$ cat src/rtl/lilme_v2.sv
// lilme_v2: signed integer matrix engine (C = A*B or C += A*B) with an opcode/Busy command port.
// Build macro LILME_SAT_EN: saturating accumulation and sticky ovf; undefined wraps modulo 2^RW.
module lilme_v2 #(
  parameter int DW    = 16,
  parameter int ROWS  = 4,
  parameter int INNER = 4,
  parameter int COLS  = 4,
  localparam int RW   = 2*DW + $clog2(INNER)
) (
  input  logic          clk,
  input  logic          reset,
  input  logic [2:0]    ME_opcode,
  input  logic [DW-1:0] Data_in,
  input  logic          in_valid,
  output logic          Busy,
  output logic [RW-1:0] Data_out,
  output logic          out_valid,
  output logic          done,
  output logic          err,
  output logic          ovf
);

  localparam int NA  = ROWS * INNER;
  localparam int NB  = INNER * COLS;
  localparam int NC  = ROWS * COLS;
  localparam int AAW = (NA > 1) ? $clog2(NA) : 1;
  localparam int BAW = (NB > 1) ? $clog2(NB) : 1;
  localparam int CAW = (NC > 1) ? $clog2(NC) : 1;
  localparam int LW  = (NA > NB) ? AAW : BAW;
  localparam int IW  = (ROWS > 1) ? $clog2(ROWS) : 1;
  localparam int JW  = (COLS > 1) ? $clog2(COLS) : 1;
  localparam int KW  = (INNER > 1) ? $clog2(INNER) : 1;

  localparam logic [2:0] OP_CLEAR  = 3'b001;
  localparam logic [2:0] OP_LOAD_A = 3'b010;
  localparam logic [2:0] OP_LOAD_B = 3'b011;
  localparam logic [2:0] OP_RSVD   = 3'b100;
  localparam logic [2:0] OP_MUL    = 3'b101;
  localparam logic [2:0] OP_MAC    = 3'b110;
  localparam logic [2:0] OP_READ   = 3'b111;

  localparam logic [LW-1:0]  A_LAST = LW'(NA - 1);
  localparam logic [LW-1:0]  B_LAST = LW'(NB - 1);
  localparam logic [IW-1:0]  I_LAST = IW'(ROWS - 1);
  localparam logic [JW-1:0]  J_LAST = JW'(COLS - 1);
  localparam logic [KW-1:0]  K_LAST = KW'(INNER - 1);
  localparam logic [CAW-1:0] C_LAST = CAW'(NC - 1);

  typedef enum logic [2:0] {
    S_IDLE,
    S_LOAD_A,
    S_LOAD_B,
    S_COMPUTE,
    S_READ
  } state_t;

  state_t state_reg, state_next;

  // A and B are never reset: their contents survive reset and CLEAR.
  logic signed [DW-1:0] a_mem [NA];
  logic signed [DW-1:0] b_mem [NB];
  logic signed [RW-1:0] c_mem [NC];

  logic [LW-1:0]        ld_reg;
  logic [IW-1:0]        i_reg;
  logic [JW-1:0]        j_reg;
  logic [KW-1:0]        k_reg;
  logic [CAW-1:0]       rd_reg;
  logic signed [RW-1:0] acc_reg;
  logic                 mode_mac_reg;
  logic [RW-1:0]        data_out_reg;
  logic                 out_valid_reg;
  logic                 done_reg;
  logic                 err_reg;
  logic                 ovf_reg;

  logic [AAW-1:0]         a_idx;
  logic [BAW-1:0]         b_idx;
  logic [CAW-1:0]         c_idx;
  logic [CAW-1:0]         rd_next;
  logic signed [2*DW-1:0] prod;
  logic signed [RW-1:0]   prod_ext;
  logic signed [RW-1:0]   base;
  logic signed [RW-1:0]   sum;
  logic                   clamp;
  logic                   last_mac;
  logic                   rd_last;

`ifdef LILME_SAT_EN
  localparam logic signed [RW-1:0] SAT_MAX = {1'b0, {(RW-1){1'b1}}};
  localparam logic signed [RW-1:0] SAT_MIN = {1'b1, {(RW-1){1'b0}}};
  logic [RW:0] sum_wide;
`endif

  assign Busy      = (state_reg != S_IDLE);
  assign Data_out  = data_out_reg;
  assign out_valid = out_valid_reg;
  assign done      = done_reg;
  assign err       = err_reg;
  assign ovf       = ovf_reg;

  assign last_mac = (i_reg == I_LAST) && (j_reg == J_LAST) && (k_reg == K_LAST);
  assign rd_last  = (rd_reg == C_LAST);
  assign rd_next  = rd_reg + 1'b1;

  // One multiply-accumulate step: k innermost, partial sum seeded at k = 0.
  always_comb begin
    a_idx    = AAW'(int'(i_reg) * INNER + int'(k_reg));
    b_idx    = BAW'(int'(k_reg) * COLS + int'(j_reg));
    c_idx    = CAW'(int'(i_reg) * COLS + int'(j_reg));
    prod     = a_mem[a_idx] * b_mem[b_idx];
    prod_ext = RW'(prod);
    base     = acc_reg;
    if (k_reg == '0) begin
      base = mode_mac_reg ? c_mem[c_idx] : '0;
    end
`ifdef LILME_SAT_EN
    sum_wide = {base[RW-1], base} + {prod_ext[RW-1], prod_ext};
    clamp    = sum_wide[RW] ^ sum_wide[RW-1];
    if (clamp) begin
      sum = sum_wide[RW] ? SAT_MIN : SAT_MAX;
    end else begin
      sum = sum_wide[RW-1:0];
    end
`else
    clamp = 1'b0;
    sum   = base + prod_ext;
`endif
  end

  always_ff @(posedge clk) begin
    if (reset) begin
      state_reg <= S_IDLE;
    end else begin
      state_reg <= state_next;
    end
  end

  always_comb begin
    state_next = state_reg;
    case (state_reg)
      S_IDLE: begin
        case (ME_opcode)
          OP_LOAD_A:      state_next = S_LOAD_A;
          OP_LOAD_B:      state_next = S_LOAD_B;
          OP_MUL, OP_MAC: state_next = S_COMPUTE;
          OP_READ:        state_next = S_READ;
          default:        state_next = S_IDLE;
        endcase
      end
      S_LOAD_A:  if (in_valid && ld_reg == A_LAST) state_next = S_IDLE;
      S_LOAD_B:  if (in_valid && ld_reg == B_LAST) state_next = S_IDLE;
      S_COMPUTE: if (last_mac) state_next = S_IDLE;
      S_READ:    if (rd_last) state_next = S_IDLE;
      default:   state_next = S_IDLE;
    endcase
  end

  always_ff @(posedge clk) begin
    if (!reset && in_valid) begin
      if (state_reg == S_LOAD_A) a_mem[AAW'(ld_reg)] <= Data_in;
      if (state_reg == S_LOAD_B) b_mem[BAW'(ld_reg)] <= Data_in;
    end
  end

  always_ff @(posedge clk) begin
    if (reset) begin
      ld_reg        <= '0;
      i_reg         <= '0;
      j_reg         <= '0;
      k_reg         <= '0;
      rd_reg        <= '0;
      acc_reg       <= '0;
      mode_mac_reg  <= 1'b0;
      data_out_reg  <= '0;
      out_valid_reg <= 1'b0;
      done_reg      <= 1'b0;
      err_reg       <= 1'b0;
      ovf_reg       <= 1'b0;
      for (int n = 0; n < NC; n++) c_mem[n] <= '0;
    end else begin
      done_reg <= 1'b0;
      err_reg  <= 1'b0;
      case (state_reg)
        S_IDLE: begin
          case (ME_opcode)
            OP_CLEAR: begin
              ovf_reg <= 1'b0;
              for (int n = 0; n < NC; n++) c_mem[n] <= '0;
            end
            OP_RSVD: err_reg <= 1'b1;
            OP_LOAD_A, OP_LOAD_B: ld_reg <= '0;
            OP_MUL, OP_MAC: begin
              mode_mac_reg <= (ME_opcode == OP_MAC);
              i_reg        <= '0;
              j_reg        <= '0;
              k_reg        <= '0;
            end
            OP_READ: begin
              data_out_reg  <= c_mem[0];
              out_valid_reg <= 1'b1;
              rd_reg        <= '0;
            end
            default: ;
          endcase
        end
        S_LOAD_A, S_LOAD_B: begin
          if (in_valid) ld_reg <= ld_reg + 1'b1;
        end
        S_COMPUTE: begin
          if (clamp) ovf_reg <= 1'b1;
          if (k_reg == K_LAST) begin
            c_mem[c_idx] <= sum;
            k_reg        <= '0;
            if (j_reg == J_LAST) begin
              j_reg <= '0;
              i_reg <= i_reg + 1'b1;
            end else begin
              j_reg <= j_reg + 1'b1;
            end
          end else begin
            acc_reg <= sum;
            k_reg   <= k_reg + 1'b1;
          end
          done_reg <= last_mac;
        end
        S_READ: begin
          if (rd_last) begin
            out_valid_reg <= 1'b0;
            data_out_reg  <= '0;
          end else begin
            rd_reg       <= rd_next;
            data_out_reg <= c_mem[rd_next];
          end
        end
        default: ;
      endcase
    end
  end

endmodule

$ cat config.mk
export PLATFORM = sky130hd
export DESIGN_NAME = lilme_v2
export DESIGN_NICKNAME = d
export VERILOG_FILES = /design/src/rtl/lilme_v2.sv
export SDC_FILE = /design/constraint.sdc
export NUM_CORES = 2
export LEC_CHECK = 0
export CAP_MARGIN = 15
export CORE_ASPECT_RATIO = 0.6
export CORE_MARGIN = 2
export CORE_UTILIZATION = 58
export CTS_CLUSTER_DIAMETER = 80
export CTS_CLUSTER_SIZE = 12
export DETAILED_ROUTE_END_ITERATION = 6
export GPL_TIMING_DRIVEN = 1
export HOLD_SLACK_MARGIN = 0.1
export PLACE_DENSITY = 0.88
export SYNTH_ARGS = -nofsm -noshare
export SYNTH_HDL_FRONTEND = slang
export SYNTH_SLANG_ARGS = --single-unit
$ cat constraint.sdc
create_clock -name clk -period 8 [get_ports clk]
set_input_delay 0.8 -clock clk [delete_from_list [all_inputs] [get_ports clk]]
set_output_delay 0.8 -clock clk [all_outputs]
set_load 0.005 [all_outputs]
==> run metrics <==
leading post-synthesis cells by cell area=edfxtp_1 (51%), mux4_2 (16%), fa_1 (9.9%); Synth area leader=edfxtp_1; switch share=a little under half; synthesized area=around 0.062 sq mm; Biggest register=c_mem; classification of the worst-slack hold path=in -> reg; crit path max fanout=8; static leakage=roughly 26 nW; H-tree depth=3; unrepaired setup endpoints after global routing=yes; Synth Register Bits=1145; number of fill cells in the layout=roughly 6700; crit start category=register; combinational power share=between 60% and 70%; Largest delay share family, worst path=adder cells; worst r2r src=k_reg[0]$_SDFFE_PP0P_; sequential share of power=approximately 23%; overall global routing resource usage=around a third; Slew Limit Headroom=27.0%; CP startpoint=k_reg[0]$_SDFFE_PP0P_; setup_tns=-0.0874 ns; routability cong.=between 0.9 and 1; Num CTS Buffers=106; Layout Nets=~5100; Detail Placement HPWL=~120000 microns; vias=between 40000 and 50000; CTS clk-pin slew, worst paths=0.07 ns; measured slew at the worst slew-check pin=1.10 ns; share of cells above drive strength 1=between 20% and 30%; Final Non-Filler Cells=slightly above 6000; MaxCap Viol Count=0; post-synth top area share=between 50 and 60%; Pwr Density=about 430 mW/mm^2; Post-DP Area=roughly 0.066 sq mm; fmax=approximately 120 MHz; net count after synthesis=roughly 4800; placed instance count=between 5000 and 6000; initial antenna violation count=4; 1st-pass router iterations=7; Reg2Reg Depth=29; Switch Pwr=~14 mW; Starting Density=between 50% and 60%; max reg flops=between 500 and 600; Top cell by count, worst path=fa_1; vias in the first global route=around 43000; largest net degree at the start of global routing=between 100 and 150; Final Util=about 67%; grt total ovfl=0; register area share after synthesis=about 54%; clock root buffer=clkbuf_16; skew final=between 0.06 and 0.07 ns; Power Internal=16.5 mW; Worst Path Buf+Inv=8; worst-case clock buffer depth=3; post-DR vias/cell=between 6 and 7; final setup violation count=7; I/O Pins=61; DRC=1; overall power=a little over 30 mW; CTS tree=done; fin area=0.0706 sq mm; ys async rst share=0%; Yosys cell types=67; mean post-synth cell area=14.1 sq um; number of flops mapped to enable cells by yosys=around 1100; Die W=between 400 and 500 microns; VDD IR max=approximately 0.0017 V; CORE AREA=between 0.1 and 0.15 sq mm; Rows=92; WL/cell=approximately 32 microns; CP endpoint=c_mem[1][32]$_SDFFCE_PN0P_; final wirelength=about 190000 microns; latest clock arrival within the worst-skew pair=0.76 ns; cell count along the critical path=29; peak per-stage delay on the critical path=roughly 0.56 ns; Synth Warn #=0; hold_sp=reset; critical path class=reg -> reg; Tcrit/Tclk final=100%; worst setup margin=-0.0246 ns; outcome=finished, violations left; area of the die=0.110 sq mm; CP max stage cell=fa_1; clock sink count=between 1000 and 1500; failing checks=design-rule violations, negative setup slack; clock power share=between 10% and 20%; top cells by count, synth=edfxtp_1 (1056), nor2_1 (865), mux4_2 (441); most frequent cell after synthesis=edfxtp_1; R2R Path End=c_mem[1][32]$_SDFFCE_PN0P_; first-pass GRT wire length=approximately 280000 microns; worst endpoint required time=~8.5 ns; IO buf count=~60; Routed Antenna Nets=0; Final Hold Fails=0; CP arrival=approximately 8.5 ns; Critical Path End Type=register; Max Slew Vio Count=0; Gate Count Post-Synth=~4400; Final min period=between 8 and 9 ns; Synth Flop Type=edfxtp_1; Starting DRT DRC Count=roughly 7700; Regs by FF count=c_mem x544, a_mem x256, b_mem x256; flop-to-flop setup slack=-0.02 ns; chip height=between 200 and 300 microns; area delta synth->final=13.9%
-- layout by cell type (no fill, tap or decap), drive strengths merged, types with 32 or more instances in the layout --
master and instances:
clkdlybuf4s50 55, mux2 41, nand2b 32, nand3 83, fa 305, mux2i 38
dfxtp 89, ha 117, o21ai 117, buf 359, nand2 221, mux4 441
a211oi 40, nor2 875, o211ai 38, edfxtp 1056, a21oi 51, inv 360
clkbuf 186
-- layout make-up --
cell class / count / area (sq um) / area share [%]
antenna: 1 / 2.50 / 0.00355
clock buffer: 180 / 2950 / 4.18
clock inverter: 10 / 170 / 0.241
inverter: 359 / 1360 / 1.93
multi-input combinational: 2584 / 26600 / 37.7
sequential: 1145 / 33500 / 47.5
tap: 1410 / 1760 / 2.50
timing repair buffer: 420 / 4180 / 5.93
-- worst register-to-register path: cells and delay by family (launching register included) --
kind / cells / cell delay (ns)
compound gates: 8 / 1.64
xor+xnor: 1 / 0.25
fa+ha+maj: 7 / 3.28
buf+inv: 8 / 1.23
flops: 1 / 0.38
mux: 1 / 0.50
simple gates: 4 / 0.47
-- per-stage QoR --
stage,hold slack (ns),setup slack [ns]
global placement,0.442,0.0862
detailed placement,0.455,-0.103
floorplan,0.432,0.00736
finish,0.456,-0.0246
global route,0.444,-0.127
CTS,0.413,0.000743
-- power by group through the flow --
stage               combinational [mW]  clock [mW]  sequential, mW
finish                            18.5        4.83            6.85
global route                      19.5        5.01            6.87
CTS                               15.6        4.78            6.85
detailed placement                15.4           0            6.97
global placement                  14.9           0            6.95
floorplan                         9.20           0            6.91
-- cells by family after synthesis --
family / Yosys count / synth area share (%)
and+or+nand+nor: 1290 / 8.54
DFF: 1145 / 54.0
buffers and inverters: 656 / 4.09
muxes: 520 / 17.4
adders and majority gates: 422 / 12.2
AOI/OAI and AO/OA: 306 / 3.06
xor gates and xnor gates: 45 / 0.648
other: 1 / 0.00605
-- worst min path at each step --
stage / endpoint / cells after the start / slack [ns]
3_5_place_dp: acc_reg[0]$_SDFFE_PP0P_ / 2 / 0.46
6_report: acc_reg[15]$_SDFFE_PP0P_ / 2 / 0.46
5_1_grt: rd_reg[2]$_SDFFE_PP0P_ / 2 / 0.44
4_1_cts: acc_reg[15]$_SDFFE_PP0P_ / 2 / 0.41
3_3_place_gp: acc_reg[33]$_SDFFE_PP0P_ / 2 / 0.44
2_1_floorplan: acc_reg[33]$_SDFFE_PP0P_ / 2 / 0.43
-- layer usage --
| metal | vias to the layer above | global-route usage (%) | wire [microns] |
|---|---|---|---|
| met5 | - | 0.658 | 104 |
| met4 | 4 | 13.4 | 9650 |
| met3 | 963 | 16.2 | 39200 |
| met2 | 4330 | 49.2 | 82900 |
| met1 | 20706 | 48.2 | 62900 |
| li1 | 16245 | - | - |
-- what timing repair did --
| item | 4_1_cts | 5_1_grt |
|---|---|---|
| hold buffers | 0 | 0 |
| endpoints found under the setup margin | 119 | 252 |
| buffers inserted | 10 | 60 |
| pin swaps | 0 | 36 |
| gates cloned | 2 | 11 |
| resized for setup | 18 | 139 |
Power figures use the tool's default switching activity.
